File: src/rtl/mcs4_rom_loader_pkg.sv
// Shared types for the MCS-4 host program loader: ROM address/character types
// and the loader state encoding.
package mcs4_rom_loader_pkg;

  typedef logic [3:0]  char_t;
  typedef logic [7:0]  byte_t;
  typedef logic [11:0] addr_t;

  typedef enum logic [2:0] {
    ST_IDLE,
    ST_HALT,
    ST_LOAD,
    ST_DRAIN,
    ST_RELEASE,
    ST_FAULT
  } loader_state_e;

endpackage

File: src/rtl/mcs4_hold_timer.sv
// Down-counting hold timer: load with N-1 to get an N-cycle hold while enabled.
module mcs4_hold_timer #(
  parameter int             W       = 5,
  parameter logic [W-1:0]   RST_VAL = '0
) (
  input  logic         clk,
  input  logic         rst,
  input  logic         load,
  input  logic [W-1:0] load_val,
  input  logic         en,
  output logic         expired
);

  logic [W-1:0] cnt;

  always_ff @(posedge clk or negedge rst) begin
    if (!rst) begin
      cnt <= RST_VAL;
    end else if (load) begin
      cnt <= load_val;
    end else if (en && cnt != '0) begin
      cnt <= cnt - 1'b1;
    end
  end

  assign expired = (cnt == '0);

endmodule

File: src/rtl/mcs4_rom_loader.sv
// Host-side program loader: holds the i4004 in reset, streams host bytes into
// the i4001 ROMs over the debug write port, then releases the CPU.
module mcs4_rom_loader
  import mcs4_rom_loader_pkg::*;
#(
  parameter int ROM_CHIPS = 2,
  parameter int HALT_CYC  = 8,
  parameter int HOLD_CYC  = 16
) (
  input  logic             clk,
  input  logic             rst,
  input  logic             host_start,
  input  logic             host_abort,
  input  logic [11:0]      host_base,
  input  logic [12:0]      host_len,
  input  logic             s_valid,
  input  logic [7:0]       s_data,
  output logic             s_ready,
  output logic [2:0][3:0]  dbg_addr,
  output logic [7:0]       dbg_wdata,
  output logic             dbg_wen,
  output logic             cpu_rst,
  output logic             busy,
  output logic             done,
  output logic             err
);

  localparam int            TW_MAX    = (HALT_CYC > HOLD_CYC) ? HALT_CYC : HOLD_CYC;
  localparam int            TW        = $clog2(TW_MAX + 1);
  localparam logic [TW-1:0] HALT_LOAD = TW'(HALT_CYC - 1);
  localparam logic [TW-1:0] HOLD_LOAD = TW'(HOLD_CYC - 1);
  localparam logic [13:0]   ROM_BYTES = 14'(ROM_CHIPS * 256);

  loader_state_e state, next;
  addr_t         addr;
  logic [12:0]   remaining;
  logic          boot;
  logic          halt_exp, rel_exp;
  logic          range_bad, xfer, accept_start, release_end;

  assign range_bad   = ({2'b00, host_base} + {1'b0, host_len}) > ROM_BYTES;
  assign s_ready     = (state == ST_LOAD) && (remaining != '0);
  assign xfer        = s_valid && s_ready;
  assign busy        = (state != ST_IDLE);
  assign cpu_rst     = (state != ST_IDLE);
  assign release_end = (state == ST_RELEASE) && rel_exp;

  mcs4_hold_timer #(.W(TW), .RST_VAL('0)) u_halt_timer (
    .clk      (clk),
    .rst      (rst),
    .load     (accept_start && !range_bad),
    .load_val (HALT_LOAD),
    .en       (state == ST_HALT),
    .expired  (halt_exp)
  );

  // Reset lands in RELEASE, so this timer starts pre-loaded with the hold time.
  mcs4_hold_timer #(.W(TW), .RST_VAL(HOLD_LOAD)) u_rel_timer (
    .clk      (clk),
    .rst      (rst),
    .load     (state == ST_DRAIN),
    .load_val (HOLD_LOAD),
    .en       (state == ST_RELEASE),
    .expired  (rel_exp)
  );

  always_ff @(posedge clk or negedge rst) begin
    if (!rst) begin
      state <= ST_RELEASE;
    end else begin
      state <= next;
    end
  end

  always_comb begin
    next         = state;
    accept_start = 1'b0;
    unique case (state)
      ST_IDLE, ST_FAULT: begin
        if (host_start) begin
          accept_start = 1'b1;
          next         = range_bad ? ST_FAULT : ST_HALT;
        end
      end
      ST_HALT: begin
        if (host_abort)    next = ST_FAULT;
        else if (halt_exp) next = (remaining == '0) ? ST_DRAIN : ST_LOAD;
      end
      ST_LOAD: begin
        if (host_abort)                         next = ST_FAULT;
        else if (xfer && remaining == 13'd1)    next = ST_DRAIN;
      end
      ST_DRAIN:   next = ST_RELEASE;
      ST_RELEASE: if (rel_exp) next = ST_IDLE;
      default:    next = ST_IDLE;
    endcase
  end

  // A byte accepted this cycle is written on the following cycle, so an
  // abort never truncates a write that is already in flight.
  always_ff @(posedge clk or negedge rst) begin
    if (!rst) begin
      addr      <= '0;
      remaining <= '0;
      boot      <= 1'b1;
      err       <= 1'b0;
      done      <= 1'b0;
      dbg_wen   <= 1'b0;
      dbg_addr  <= '0;
      dbg_wdata <= '0;
    end else begin
      dbg_wen <= xfer;
      done    <= release_end && !boot;
      err     <= accept_start ? range_bad : (err || next == ST_FAULT);
      if (release_end) boot <= 1'b0;
      if (accept_start) begin
        addr      <= host_base;
        remaining <= host_len;
      end else if (xfer) begin
        addr      <= addr + 1'b1;
        remaining <= remaining - 1'b1;
      end
      if (xfer) begin
        dbg_addr  <= addr;
        dbg_wdata <= s_data;
      end
    end
  end

endmodule

File: config.mk
export PLATFORM = sky130hd
export DESIGN_NAME = mcs4_rom_loader
export DESIGN_NICKNAME = d
export VERILOG_FILES = /design/src/rtl/mcs4_rom_loader_pkg.sv /design/src/rtl/mcs4_hold_timer.sv /design/src/rtl/mcs4_rom_loader.sv
export SDC_FILE = /design/constraint.sdc
export NUM_CORES = 1
export LEC_CHECK = 0
export CORE_MARGIN = 2
export CORE_UTILIZATION = 35
export DETAILED_ROUTE_END_ITERATION = 8
export PLACE_DENSITY = 0.68
export SETUP_SLACK_MARGIN = 0.15
export SYNTH_ARGS = -nofsm -noshare
export SYNTH_HDL_FRONTEND = slang
export SYNTH_SLANG_ARGS = --single-unit
File: constraint.sdc
create_clock -name clk -period 2.54 [get_ports clk]
set_input_delay 0.508 -clock clk [delete_from_list [all_inputs] [get_ports clk]]
set_output_delay 0.508 -clock clk [all_outputs]
set_load 0.005 [all_outputs]
==> results of run 1 <==
## worst reg2reg max path, cell delays in order (launching register included)
cell	delay, ps
sky130_fd_sc_hd__dfrtp_1	400
sky130_fd_sc_hd__or4_4	570
sky130_fd_sc_hd__nor4_4	280
sky130_fd_sc_hd__buf_4	180
sky130_fd_sc_hd__a21o_4	150
sky130_fd_sc_hd__buf_4	210
sky130_fd_sc_hd__nor2_1	110
sky130_fd_sc_hd__a221o_1	300
## report_power, final
| part | total (W) | leakage [nW] | internal (W) | switching [W] |
|---|---|---|---|---|
| Combinational | 0.00149 | 1.36 | 0.000723 | 0.000764 |
| Clock | 0.00100 | 0.116 | 0.000606 | 0.000395 |
| Sequential | 0.00162 | 0.762 | 0.00131 | 0.000312 |
## layer usage
metal,wire (um),global-route usage (%),up-vias
met5,0,0,-
met4,139,6.86,0
met3,460,2.70,15
met2,4390,29.1,85
met1,4310,23.0,1569
li1,-,-,1676
## logic make-up (layout without fill, tap and decap cells)
family / after synthesis / count (layout) / share of synthesized area (%)
AO/OA/AOI/OAI: 88 / 88 / 16.9
adder cells (fa/ha/maj): 18 / 18 / 6.35
XOR/XNOR: 13 / 13 / 3.11
buffers and inverters: 37 / 147 / 4.64
multiplexers: 5 / 5 / 1.47
AND/OR/NAND/NOR: 200 / 200 / 25.0
flip-flops: 62 / 62 / 42.5
## cells in the final DEF, fill, tap and decap left out, types with 6 or more instances in the layout
cell type / Yosys / routed
sky130_fd_sc_hd__buf_4: 2 / 46
sky130_fd_sc_hd__nand2_1: 100 / 99
sky130_fd_sc_hd__nor3_1: 6 / 6
sky130_fd_sc_hd__nand3_1: 9 / 9
sky130_fd_sc_hd__nand2b_1: 8 / 8
sky130_fd_sc_hd__dlygate4sd2_1: 0 / 12
sky130_fd_sc_hd__o21ai_0: 25 / 25
sky130_fd_sc_hd__xnor2_1: 8 / 8
sky130_fd_sc_hd__dfrtp_1: 56 / 56
sky130_fd_sc_hd__ha_4: 0 / 8
sky130_fd_sc_hd__a21oi_1: 15 / 14
sky130_fd_sc_hd__inv_1: 18 / 15
sky130_fd_sc_hd__nor2_1: 44 / 44
sky130_fd_sc_hd__clkbuf_8: 0 / 11
sky130_fd_sc_hd__dfstp_2: 6 / 6
sky130_fd_sc_hd__clkdlybuf4s50_1: 0 / 45
sky130_fd_sc_hd__ha_1: 17 / 9
## metrics by stage
stage	setup slack, ps	TNS [ps]	util [%]
floorplan	-199	-1130	-
global placement	-898	-5930	46.2
detailed placement	-956	-6320	46.2
CTS	-26.4	-80.2	49.9
global route	-236	-1350	50.2
finish	-113	-614	50.2
## cell type report
type / instances / share of cell area (%)
multi-input cells: 324 / 40.8
flip-flops and latches: 62 / 30.4
repair buffers: 112 / 19.6
well taps: 136 / 3.32
clock buffers: 11 / 2.95
clock inverters: 5 / 1.58
inverters: 19 / 1.44
## flip-flops by register name, summed over array words and instances, names as in the netlist
register / flops
addr: 12
boot: 1
dbg_addr: 12
dbg_wdata: 8
dbg_wen: 1
done: 1
err: 1
remaining: 13
state: 3
u_halt_timer.cnt: 5
u_rel_timer.cnt: 5
## path summary, 6_finish.rpt
kind / from / end / depth (start not counted)
hold reg to reg: dbg_addr[8] / dbg_addr[8] / 2
setup reg to reg: remaining[10] / remaining[11] / 7
hold / removal: rst / dbg_wdata[7] / 2
min in group clk: host_len[0] / remaining[0] / 3
setup / recovery: host_base[1] / u_halt_timer.cnt[0] / 9
max in group asynchronous: rst / state[2] / 2
## repair_timing
item,CTS,global route
pin swaps,13,11
cloned,0,0
endpoints found under the setup margin,8,12
setup buffers,6,1
gates resized for setup,44,10
==> impl_table.tex, run 1 <==
\begin{tabular}{lr}
\hline
Metric & Value \\
\hline
\multicolumn{2}{l}{\textbf{Timing}} \\
\quad Slew margin rel. & 63.3\% \\
\quad Max Slew Vio Count & 0 \\
\quad Final Hold Slack & 164 ps \\
\quad Unrepaired setup endpoints after global routing & yes \\
\quad Slew @ Worst Pin & 550 ps \\
\quad Period utilization & 104\% \\
\quad Setup skew after layout & 8.56 ps \\
\quad Number of hold-slack violations in the final timing report & 0 \\
\quad Final min period & 2650 ps \\
\quad Final worst slack & -113 ps \\
\quad Number of failing setup endpoints in the final timing report & 6 \\
\quad Max frequency & 377 MHz \\
\multicolumn{2}{l}{\textbf{Cells and area}} \\
\quad Filler Cells Inserted & 953 \\
\quad Nets@finish & 584 \\
\quad Layout-stage area growth over the synthesis result & 40.0\% \\
\quad Non-filler cells in the finished layout & 669 \\
\quad Number of inserted diodes & 0 \\
\quad Footprint of the flip-flops and latches & 1560 sq um \\
\quad Area taken by multi-input logic gates & 2090 sq um \\
\quad Design Area, Final & 5130 sq um \\
\quad Share of layout cells above drive strength 1 & 22.0\% \\
\multicolumn{2}{l}{\textbf{Hold path}} \\
\quad Class of the worst hold path & in2async \\
\multicolumn{2}{l}{\textbf{Power}} \\
\quad Power Density & 800 nW/um\^{}2 \\
\quad Pwr Total & 0.00411 W \\
\quad LEAKAGE & 2.24 nW \\
\quad Worst voltage drop across the vdd grid & 0.339 mV \\
\multicolumn{2}{l}{\textbf{Worst setup path}} \\
\quad List of cells traversed by the critical path & clkdlybuf4s15\_1 > buf\_4 > ha\_4 > a21oi\_2 > o21bai\_1 > mux2\_4 > or4\_4 > a2111oi\_4 > nand2b\_1 \\
\quad Internal reg-to-reg setup slack & 240 ps \\
\quad Nature of the critical path endpoint & flip-flop \\
\quad Master of the slowest instance on the critical path & sky130\_fd\_sc\_hd\_\_or4\_4 \\
\quad Kind of cell with the highest combined delay on the critical path & compound AO/OA/AOI/OAI gates \\
\quad Highest cell delay on the worst timing path & 560 ps \\
\quad Buffers \& Inverters on Critical Path & 2 \\
\quad Worst path required time & 2820 ps \\
\quad Setup Crit Path Kind & in2reg \\
\quad Critical Path AT & 2930 ps \\
\quad Startpoint type of the worst setup path & input port \\
\quad Highest net fanout along the worst path & 6 \\
\multicolumn{2}{l}{\textbf{Placed design}} \\
\quad Weighted congestion reported at the end of routability-driven placement & 0.835 \\
\quad Detailed placement HPWL & 6800 um \\
\quad Cell count after placement & 646 \\
\quad Number of I/O port buffers & 63 \\
\quad Placed standard-cell area & 4730 sq um \\
\multicolumn{2}{l}{\textbf{Detailed routing}} \\
\quad Vias per Instance & 5.00 \\
\quad Number of DRC violations after detailed-routing iteration 0 & 215 \\
\quad Wirelength per Cell & 13.9 um \\
\quad Total wire length after detailed routing & 9300 um \\
\quad DRC violations left & 0 \\
\quad Number of nets still failing antenna checks after routing & 0 \\
\quad Vias after detailed routing & 3345 \\
\quad Detailed-routing iteration count for the pre-antenna-repair pass & 4 \\
\multicolumn{2}{l}{\textbf{Clocking}} \\
\quad Number of buffers inserted for hold repair after clock tree synthesis & 0 \\
\quad CTS Sinks & 62 \\
\quad CTS H-Tree Depth & 3 \\
\quad Clock root buffer & sky130\_fd\_sc\_hd\_\_clkbuf\_8 \\
\quad Clock slew seen by the registers of the worst setup and hold paths & 80 ps \\
\quad TritonCTS clock tree & done \\
\quad Clock insertion delay at the later pin of the skew report & 340 ps \\
\quad Clock buffers created by TritonCTS & 9 \\
\quad Maximum clock insertion buffer count & 2 \\
\multicolumn{2}{l}{\textbf{Floorplan}} \\
\quad Die extent in x & 106 um \\
\quad Area enclosed by the die boundary & 11300 sq um \\
\quad Placeable core region & 10200 sq um \\
\quad Effective utilization at floorplan & 35.8\% \\
\quad Floorplan die height & 106 um \\
\quad Top-level I/O count & 64 \\
\quad Cell Rows & 37 \\
\multicolumn{2}{l}{\textbf{Logic synthesis}} \\
\quad Syn Area/Cell & 8.67 sq um \\
\quad Top-count cell post-synth & sky130\_fd\_sc\_hd\_\_nand2\_1 \\
\quad Fraction of post-synthesis cell area in the top cell type by area & 38.2\% \\
\quad Leading register cell type out of synthesis & sky130\_fd\_sc\_hd\_\_dfrtp\_1 \\
\quad Ranking of synthesized cells by instance count & sky130\_fd\_sc\_hd\_\_nand2\_1 (100), sky130\_fd\_sc\_hd\_\_dfrtp\_1 (56), sky130\_fd\_sc\_hd\_\_nor2\_1 (44) \\
\quad Top cells by area in the synthesized netlist & sky130\_fd\_sc\_hd\_\_dfrtp\_1 (38\%), sky130\_fd\_sc\_hd\_\_nand2\_1 (10\%), sky130\_fd\_sc\_hd\_\_ha\_1 (5.8\%) \\
\quad Post-synth net total & 479 \\
\quad Post-synth top area cell & sky130\_fd\_sc\_hd\_\_dfrtp\_1 \\
\quad Number of library cell types mapped by synthesis & 61 \\
\quad Total of flip-flops plus latches after synthesis & 62 \\
\quad Post-synth EDFFs & 0 \\
\quad Cell area after synthesis & 3670 sq um \\
\quad Total number of yosys warnings & 0 \\
\quad Share of flip-flops with an asynchronous set or reset after synthesis & 100\% \\
\quad Gate count of the mapped netlist & 423 \\
\quad Share of synthesized area occupied by flip-flops and latches & 42.5\% \\
\multicolumn{2}{l}{\textbf{GRT}} \\
\quad Initial antenna violation count & 0 \\
\quad Largest net degree at the start of global routing & 63 \\
\quad Number of global-route vias before repair & 3420 \\
\quad Total global routing track utilization & 17.5\% \\
\quad Global-route wire length before repair & 15800 um \\
\quad Total congestion overflow after global routing & 0 \\
\multicolumn{2}{l}{\textbf{Status}} \\
\quad Run status & finished with violations \\
\quad Violated checks & setup timing \\
\multicolumn{2}{l}{\textbf{Flow run}} \\
\quad Max-capacitance violation count & 0 \\
\hline
\end{tabular}
No activity file was read; power rests on OpenSTA's default activity.
==> run 2, diff against run 1 <==
--- a/config.mk
+++ b/config.mk
@@ -8,7 +8,7 @@
 export CORE_MARGIN = 2
 export CORE_UTILIZATION = 35
 export DETAILED_ROUTE_END_ITERATION = 8
-export PLACE_DENSITY = 0.68
+export PLACE_DENSITY = 0.63
 export SETUP_SLACK_MARGIN = 0.15
 export SYNTH_ARGS = -nofsm -noshare
 export SYNTH_HDL_FRONTEND = slang
==> run 2 against run 1 <==
  * The run still ends with setup timing left
  * Fmax increased by 1.9%
  * Register-to-register slack hardly changed
  * Clock power shrank 5%
  * Power decreased by 0.90%
  * Sequential power barely moved
  * Combinational power about the same
  * Critical path depth is 2 higher
  * Sequential cell count unchanged
  * Clock skew grew 2.5 ps
  * Final cell count unchanged
  * Die area did not move
  * Critical path type unchanged
  * Critical endpoint is now u_halt_timer.cnt[2]
==> impl_table.tex, run 2 (same netlist as run 1, synthesis figures left out) <==
\begin{tabular}{lr}
\hline
Metric & Value \\
\hline
\multicolumn{2}{l}{\textbf{Cells and area}} \\
\quad Most used cells in the layout excluding fill and tap cells & sky130\_fd\_sc\_hd\_\_nand2\_1 (99), sky130\_fd\_sc\_hd\_\_dfrtp\_1 (56), sky130\_fd\_sc\_hd\_\_clkdlybuf4s50\_1 (45), sky130\_fd\_sc\_hd\_\_buf\_4 (45), sky130\_fd\_sc\_hd\_\_nor2\_1 (44) \\
\quad Biggest registers after layout & remaining: 13 flops, addr: 12 flops, dbg\_addr: 12 flops \\
\quad Number of flip-flops under the largest register name & 13 (unchanged) \\
\quad Layout-stage area growth over the synthesis result & 38.8\% \\
\quad Non-filler cells in the finished layout & 669 (unchanged) \\
\quad Nets@finish & 584 (unchanged) \\
\quad Design Area, Final & 5090 sq um (-0.85\%) \\
\quad Share of layout cells above drive strength 1 & 20.8\% (-1.1 points) \\
\quad Number of inserted diodes & 0 (unchanged) \\
\quad Filler Cells Inserted & 959 (+0.63\%) \\
\quad Register ranked first by flip-flop count & remaining \\
\quad Most common cell after layout, fill and taps aside & sky130\_fd\_sc\_hd\_\_nand2\_1 \\
\multicolumn{2}{l}{\textbf{Worst setup path}} \\
\quad Kind of cell with the highest combined delay on the critical path & simple AND/OR/NAND/NOR gates \\
\quad Worst path required time & 2830 ps (about the same) \\
\quad Critical Path AT & 2890 ps (-40 ps) \\
\quad Setup Crit Path Kind & in2reg \\
\quad List of cells traversed by the critical path & buf\_8 > ha\_4 > inv\_2 > fa\_2 > nor2b\_4 > o2111ai\_2 > a21oi\_2 > xor2\_1 > or4\_4 > a2111oi\_4 > nand2b\_1 \\
\quad Startpoint type of the worst setup path & input port \\
\quad Highest cell delay on the worst timing path & 570 ps (about the same) \\
\quad Master of the slowest instance on the critical path & sky130\_fd\_sc\_hd\_\_or4\_4 \\
\quad Buffers \& Inverters on Critical Path & 2 (unchanged) \\
\quad Nature of the critical path endpoint & flip-flop \\
\quad Highest net fanout along the worst path & 6 (unchanged) \\
\multicolumn{2}{l}{\textbf{Timing}} \\
\quad Unrepaired setup endpoints after global routing & yes \\
\quad Max frequency & 384 MHz (+1.9\%) \\
\quad Max Slew Vio Count & 0 (unchanged) \\
\quad Slew @ Worst Pin & 520 ps (-29.8 ps) \\
\quad Number of failing setup endpoints in the final timing report & 6 (unchanged) \\
\quad Setup TNS & -306 ps (+308 ps) \\
\quad Final worst slack & -62.8 ps (+50.1 ps) \\
\quad Final Hold Slack & 153 ps (-10.8 ps) \\
\quad Number of hold-slack violations in the final timing report & 0 (unchanged) \\
\quad Slew margin rel. & 65.3\% (+2.0 points) \\
\quad Period utilization & 102\% (-2.0 points) \\
\quad Setup skew after layout & 11.1 ps (+2.53 ps) \\
\quad Final min period & 2600 ps (-50.1 ps) \\
\multicolumn{2}{l}{\textbf{GRT}} \\
\quad Global routing usage on met3 & 3.25\% (+0.55 points) \\
\quad Number of global-route vias before repair & 3376 (-1.3\%) \\
\quad Total congestion overflow after global routing & 0 (unchanged) \\
\quad Fraction of met2 tracks used by global routing & 29.4\% (+0.27 points) \\
\quad Total global routing track utilization & 17.6\% (+0.040 points) \\
\quad Met1 global-route usage & 22.2\% (-0.75 points) \\
\quad Largest net degree at the start of global routing & 63 (unchanged) \\
\quad Initial antenna violation count & 0 (unchanged) \\
\quad Busiest metal layer after global routing & met2 \\
\quad Global-route wire length before repair & 15800 um (-0.35\%) \\
\multicolumn{2}{l}{\textbf{Power}} \\
\quad LEAKAGE & 2.23 nW (-0.49\%) \\
\quad Power Density & 800 nW/um\^{}2 (about the same) \\
\quad Worst voltage drop across the vdd grid & 0.366 mV (+8.0\%) \\
\multicolumn{2}{l}{\textbf{Clocking}} \\
\quad CTS H-Tree Depth & 3 (unchanged) \\
\quad Clock buffers created by TritonCTS & 9 (unchanged) \\
\quad Clock root buffer & sky130\_fd\_sc\_hd\_\_clkbuf\_8 \\
\quad CTS Sinks & 62 (unchanged) \\
\quad Number of buffers inserted for hold repair after clock tree synthesis & 0 (unchanged) \\
\quad Clock insertion delay at the later pin of the skew report & 350 ps (about the same) \\
\quad Clock slew seen by the registers of the worst setup and hold paths & 70 ps (about the same) \\
\quad Maximum clock insertion buffer count & 2 (unchanged) \\
\quad TritonCTS clock tree & done \\
\multicolumn{2}{l}{\textbf{Detailed routing}} \\
\quad Number of nets still failing antenna checks after routing & 0 (unchanged) \\
\quad Detailed-routing iteration count for the pre-antenna-repair pass & 4 (unchanged) \\
\quad Vias per Instance & 5.03 (+0.51\%) \\
\quad Wirelength per Cell & 14.2 um (+2.3\%) \\
\quad DRC violations left & 0 (unchanged) \\
\quad Number of DRC violations after detailed-routing iteration 0 & 286 (+33\%) \\
\quad Total wire length after detailed routing & 9510 um (+2.3\%) \\
\quad Vias after detailed routing & 3362 (+0.51\%) \\
\multicolumn{2}{l}{\textbf{Floorplan}} \\
\quad Top-level I/O count & 64 (unchanged) \\
\quad Placeable core region & 10200 sq um (unchanged) \\
\quad Floorplan die height & 106 um (unchanged) \\
\quad Cell Rows & 37 (unchanged) \\
\quad Area enclosed by the die boundary & 11300 sq um (unchanged) \\
\quad Die extent in x & 106 um (unchanged) \\
\quad Effective utilization at floorplan & 35.8\% (unchanged) \\
\multicolumn{2}{l}{\textbf{Flow run}} \\
\quad Max-capacitance violation count & 0 (unchanged) \\
\multicolumn{2}{l}{\textbf{Placed design}} \\
\quad Placed standard-cell area & 4730 sq um (unchanged) \\
\quad Weighted congestion reported at the end of routability-driven placement & 0.823 (-1.5\%) \\
\quad Detailed placement HPWL & 6820 um (+0.35\%) \\
\quad Cell count after placement & 646 (unchanged) \\
\quad Number of I/O port buffers & 63 (unchanged) \\
\quad Worst setup slack after placement & -950 ps (+5.77 ps) \\
\multicolumn{2}{l}{\textbf{Status}} \\
\quad Run status & finished with violations \\
\quad Violated checks & setup timing \\
\multicolumn{2}{l}{\textbf{Hold path}} \\
\quad Class of the worst hold path & in2async \\
\hline
\end{tabular}
run 2: final cells by class:
type | instances | area (sq um) | share of cell area [%]
sequential | 62 | 1560 | 30.6
inverter | 19 | 73.8 | 1.45
multi-input combinational | 325 | 2070 | 40.6
clock buffer | 12 | 145 | 2.85
tap | 136 | 170 | 3.34
clock inverter | 4 | 70.1 | 1.38
timing repair buffer | 111 | 1000 | 19.7
run 2: where the power goes:
group | total, W | switching, W | internal (W)
logic | 0.00149 | 0.000775 | 0.000716
registers | 0.00163 | 0.000321 | 0.00131
clock network | 0.000949 | 0.000373 | 0.000576
run 2: stage by stage:
stage          utilization (%)  power, W
6_report                  49.7   0.00407
5_1_grt                   49.7   0.00438
4_1_cts                   49.4   0.00406
3_5_place_dp              46.2   0.00305
3_3_place_gp              46.2   0.00300
2_1_floorplan                -   0.00254
run 2: timing repair:
action,in CTS,in global routing
pin swaps,12,7
gates cloned,0,1
endpoints found under the setup margin,8,25
setup buffers,4,2
gates resized for setup,43,7
run 2: path summary, 6_finish.rpt:
check	end	startpoint	depth (start not counted)	slack, ps
min reg2reg	dbg_addr[4]	dbg_addr[4]	2	470
max	u_halt_timer.cnt[2]	host_len[0]	11	-60
min in group clk	remaining[0]	host_len[0]	3	370
max reg2reg	remaining[4]	remaining[10]	9	230
min	dbg_wdata[5]	rst	2	150
max in group asynchronous	state[2]	rst	2	2080
run 2: routing by layer:
| layer | routed length [um] | share of wire [%] |
|---|---|---|
| met5 | 0 | 0 |
| met4 | 218 | 2.3 |
| met3 | 464 | 4.9 |
| met2 | 4540 | 48 |
| met1 | 4280 | 45 |
run 2: worst register-to-register path: cells and delay by family (launching register included):
| family | cells | cell delay (ps) |
|---|---|---|
| flip-flops | 1 | 400 |
| AO/OA/AOI/OAI | 3 | 440 |
| buffers and inverters | 3 | 440 |
| AND/OR/NAND/NOR | 3 | 930 |
==> run 3, diff against run 2 <==
--- a/config.mk
+++ b/config.mk
@@ -8,7 +8,6 @@
 export CORE_MARGIN = 2
 export CORE_UTILIZATION = 35
 export DETAILED_ROUTE_END_ITERATION = 8
-export PLACE_DENSITY = 0.63
 export SETUP_SLACK_MARGIN = 0.15
 export SYNTH_ARGS = -nofsm -noshare
 export SYNTH_HDL_FRONTEND = slang
==> run 3 against run 2 <==
  * The run now ends clean
  * Setup slack improved by 85 ps
  * Critical path type unchanged
  * Via count rose by 1.4%
  * Hold slack got worse by 38 ps
  * Die area did not move
  * Critical endpoint is now u_halt_timer.cnt[4]
  * Final cell count rose by 0.45%
  * Core utilization rose by 0.65 points
  * Largest power group unchanged
==> impl_table.tex, run 3 (same netlist as run 1, synthesis figures left out) <==
\begin{tabular}{lr}
\hline
Metric & Value \\
\hline
\multicolumn{2}{l}{\textbf{Status}} \\
\quad Run status & finished, final reports clean \\
\multicolumn{2}{l}{\textbf{Clocking}} \\
\quad TritonCTS clock tree & done \\
\quad Number of buffers inserted for hold repair after clock tree synthesis & 0 (unchanged) \\
\quad Clock buffers created by TritonCTS & 9 (unchanged) \\
\quad Maximum clock insertion buffer count & 2 (unchanged) \\
\quad Clock root buffer & sky130\_fd\_sc\_hd\_\_clkbuf\_8 \\
\quad CTS Sinks & 62 (unchanged) \\
\quad Clock insertion delay at the later pin of the skew report & 350 ps (about the same) \\
\quad CTS H-Tree Depth & 3 (unchanged) \\
\quad Clock slew seen by the registers of the worst setup and hold paths & 70 ps (about the same) \\
\multicolumn{2}{l}{\textbf{Power}} \\
\quad Worst voltage drop across the vdd grid & 0.380 mV (+3.8\%) \\
\quad Power Density & 792 nW/um\^{}2 (-0.95\%) \\
\quad Net Switching & 0.00147 W (about the same) \\
\quad LEAKAGE & 2.26 nW (+1.6\%) \\
\quad Internal power & 0.00262 W (+0.51\%) \\
\quad Pwr Total & 0.00408 W (+0.34\%) \\
\quad Switching power share of the total & 36.0\% (-0.11 points) \\
\quad Combinational fraction of design power & 35.9\% (-0.7 points) \\
\quad Share of total power in sequential cells & 39.8\% (-0.3 points) \\
\quad Portion of total power attributed to the clock network & 24.3\% (+1.0 points) \\
\multicolumn{2}{l}{\textbf{Cells and area}} \\
\quad Biggest registers after layout & remaining: 13 flops, addr: 12 flops, dbg\_addr: 12 flops \\
\quad Non-filler cells in the finished layout & 672 (+0.45\%) \\
\quad Register ranked first by flip-flop count & remaining \\
\quad Nets@finish & 587 (+0.51\%) \\
\quad Number of flip-flops under the largest register name & 13 (unchanged) \\
\quad Share of layout cells above drive strength 1 & 22.8\% (+1.9 points) \\
\quad Layout-stage area growth over the synthesis result & 40.6\% \\
\quad Post-layout util & 50.4\% (+0.65 points) \\
\quad Design Area, Final & 5150 sq um (+1.3\%) \\
\quad Most common cell after layout, fill and taps aside & sky130\_fd\_sc\_hd\_\_nand2\_1 \\
\quad Number of inserted diodes & 0 (unchanged) \\
\quad Most used cells in the layout excluding fill and tap cells & sky130\_fd\_sc\_hd\_\_nand2\_1 (99), sky130\_fd\_sc\_hd\_\_dfrtp\_1 (56), sky130\_fd\_sc\_hd\_\_buf\_4 (47) \\
\multicolumn{2}{l}{\textbf{Worst setup path}} \\
\quad Startpoint type of the worst setup path & input port \\
\quad Worst path required time & 2760 ps (-70 ps) \\
\quad Internal reg-to-reg setup slack & 290 ps (+60 ps) \\
\quad Critical R2R Launch & state[2] \\
\quad Setup Crit Path Kind & in2reg \\
\quad Master of the slowest instance on the critical path & sky130\_fd\_sc\_hd\_\_or4\_4 \\
\quad Nature of the critical path endpoint & flip-flop \\
\quad Critical Path AT & 2740 ps (-150 ps) \\
\quad List of cells traversed by the critical path & buf\_8 > ha\_4 > inv\_2 > fa\_2 > nor2b\_4 > o2111ai\_2 > a21oi\_2 > xor2\_1 > or4\_4 > a2111oi\_4 > nor2\_1 \\
\quad Reg2Reg Capture Point & u\_halt\_timer.cnt[4] \\
\quad Highest cell delay on the worst timing path & 520 ps (-50 ps) \\
\quad Worst R2R Path Depth & 5 (-4) \\
\quad Highest net fanout along the worst path & 6 (unchanged) \\
\multicolumn{2}{l}{\textbf{Detailed routing}} \\
\quad Vias per Instance & 5.07 (+0.92\%) \\
\quad Number of nets still failing antenna checks after routing & 0 (unchanged) \\
\quad Total wire length after detailed routing & 9440 um (-0.70\%) \\
\quad DRC violations left & 0 (unchanged) \\
\quad Wirelength per Cell & 14.1 um (-1.1\%) \\
\quad Vias after detailed routing & 3408 (+1.4\%) \\
\quad Detailed-routing iteration count for the pre-antenna-repair pass & 4 (unchanged) \\
\quad Number of DRC violations after detailed-routing iteration 0 & 216 (-24\%) \\
\multicolumn{2}{l}{\textbf{Floorplan}} \\
\quad Cell Rows & 37 (unchanged) \\
\quad Effective utilization at floorplan & 35.8\% (unchanged) \\
\quad Area enclosed by the die boundary & 11300 sq um (unchanged) \\
\quad Top-level I/O count & 64 (unchanged) \\
\quad Die extent in x & 106 um (unchanged) \\
\quad Placeable core region & 10200 sq um (unchanged) \\
\quad Floorplan die height & 106 um (unchanged) \\
\multicolumn{2}{l}{\textbf{GRT}} \\
\quad Largest net degree at the start of global routing & 32 (-49\%) \\
\quad Initial antenna violation count & 0 (unchanged) \\
\quad Number of global-route vias before repair & 3202 (-5.2\%) \\
\quad Total congestion overflow after global routing & 0 (unchanged) \\
\quad Global-route wire length before repair & 15400 um (-2.0\%) \\
\quad Total global routing track utilization & 17.2\% (-0.36 points) \\
\multicolumn{2}{l}{\textbf{Placed design}} \\
\quad Detailed placement HPWL & 6890 um (+1.0\%) \\
\quad Cell count after placement & 647 (+0.15\%) \\
\quad Number of I/O port buffers & 63 (unchanged) \\
\quad Worst setup slack after placement & -942 ps (+8.08 ps) \\
\quad Weighted congestion reported at the end of routability-driven placement & 0.808 (-1.8\%) \\
\quad Placed standard-cell area & 4730 sq um (-0.11\%) \\
\multicolumn{2}{l}{\textbf{Timing}} \\
\quad Unrepaired setup endpoints after global routing & yes \\
\quad Slew @ Worst Pin & 520 ps (+0.277 ps) \\
\quad Number of hold-slack violations in the final timing report & 0 (unchanged) \\
\quad Max Slew Vio Count & 0 (unchanged) \\
\quad Setup skew after layout & 9.38 ps (-1.71 ps) \\
\quad Final min period & 2520 ps (-85.3 ps) \\
\quad Period utilization & 99.1\% (-3.4 points) \\
\quad Slew margin rel. & 65.2\% (about the same) \\
\quad Max frequency & 397 MHz (+3.4\%) \\
\quad Number of failing setup endpoints in the final timing report & 0 (-6) \\
\quad Final worst slack & 22.5 ps (+85.3 ps) \\
\multicolumn{2}{l}{\textbf{Hold path}} \\
\quad Class of the worst hold path & in2async \\
\multicolumn{2}{l}{\textbf{Flow run}} \\
\quad Max-capacitance violation count & 0 (unchanged) \\
\hline
\end{tabular}
## run 3: cell types whose count changed in the layout (fill, tap and decap cells not counted), sizes merged
cell           delta
clkdlybuf4s15     -1
clkbuf            +1
dlygate4sd2       -2
buf               +6
a21o              -1
## run 3: worst max-delay path: cells and delay by family
family | cells | cell delay [ps]
AO/OA/AOI/OAI | 3 | 780
AND/OR/NAND/NOR | 3 | 760
adder cells (fa/ha/maj) | 2 | 500
buffers and inverters | 2 | 120
XOR/XNOR | 1 | 80
## run 3: worst max-delay path by stage
stage | start | end | slack [ps]
after floorplan | host_base[0] | u_halt_timer.cnt[0] | -200
after global placement | host_base[0] | u_halt_timer.cnt[0] | -900
after detailed placement | host_base[0] | u_halt_timer.cnt[2] | -940
after CTS | host_len[0] | u_halt_timer.cnt[2] | -20
after global routing | host_base[0] | u_halt_timer.cnt[2] | -70
final | host_base[0] | u_halt_timer.cnt[4] | 20
## run 3: per-stage QoR
stage,TNS (ps),hold WS [ps]
4_1_cts,-57.7,121
2_1_floorplan,-1130,212
5_1_grt,-373,141
6_report,0,115
3_5_place_dp,-6220,462
3_3_place_gp,-5940,457
## run 3: metal layers
| layer | GRT usage [%] | part of all wire, % | up-vias | wire length, um |
|---|---|---|---|---|
| met1 | 23.2 | 46 | 1617 | 4380 |
| met2 | 27.8 | 47 | 91 | 4480 |
| li1 | - | - | 1684 | - |
| met5 | 0 | 0 | - | 0 |
| met4 | 6.48 | 1.8 | 0 | 168 |
| met3 | 2.76 | 4.4 | 16 | 418 |
## run 3: area by class of cell
| cell class | count | area [sq um] |
|---|---|---|
| fill | 935 | 5080 |
| tap | 136 | 170 |
| clock buffer | 12 | 155 |
| inverter | 19 | 71.3 |
| timing repair buffer | 115 | 1020 |
| sequential | 62 | 1560 |
| clock inverter | 4 | 70.1 |
| multi-input combinational | 324 | 2100 |
## run 3: repair_timing
action                     in CTS  in global routing
setup endpoints to repair       8                 14
resized for setup              47                 21
pin swaps                      12                 17
setup buffers                   4                  5
## run 3: power groups by stage
| stage | combinational [W] | sequential [W] | clock [W] |
|---|---|---|---|
| 6_report | 0.00147 | 0.00163 | 0.000992 |
| 5_1_grt | 0.00164 | 0.00167 | 0.00107 |
| 4_1_cts | 0.00143 | 0.00162 | 0.00101 |
| 3_5_place_dp | 0.00139 | 0.00164 | 0 |
| 3_3_place_gp | 0.00136 | 0.00162 | 0 |
| 2_1_floorplan | 0.00100 | 0.00154 | 0 |
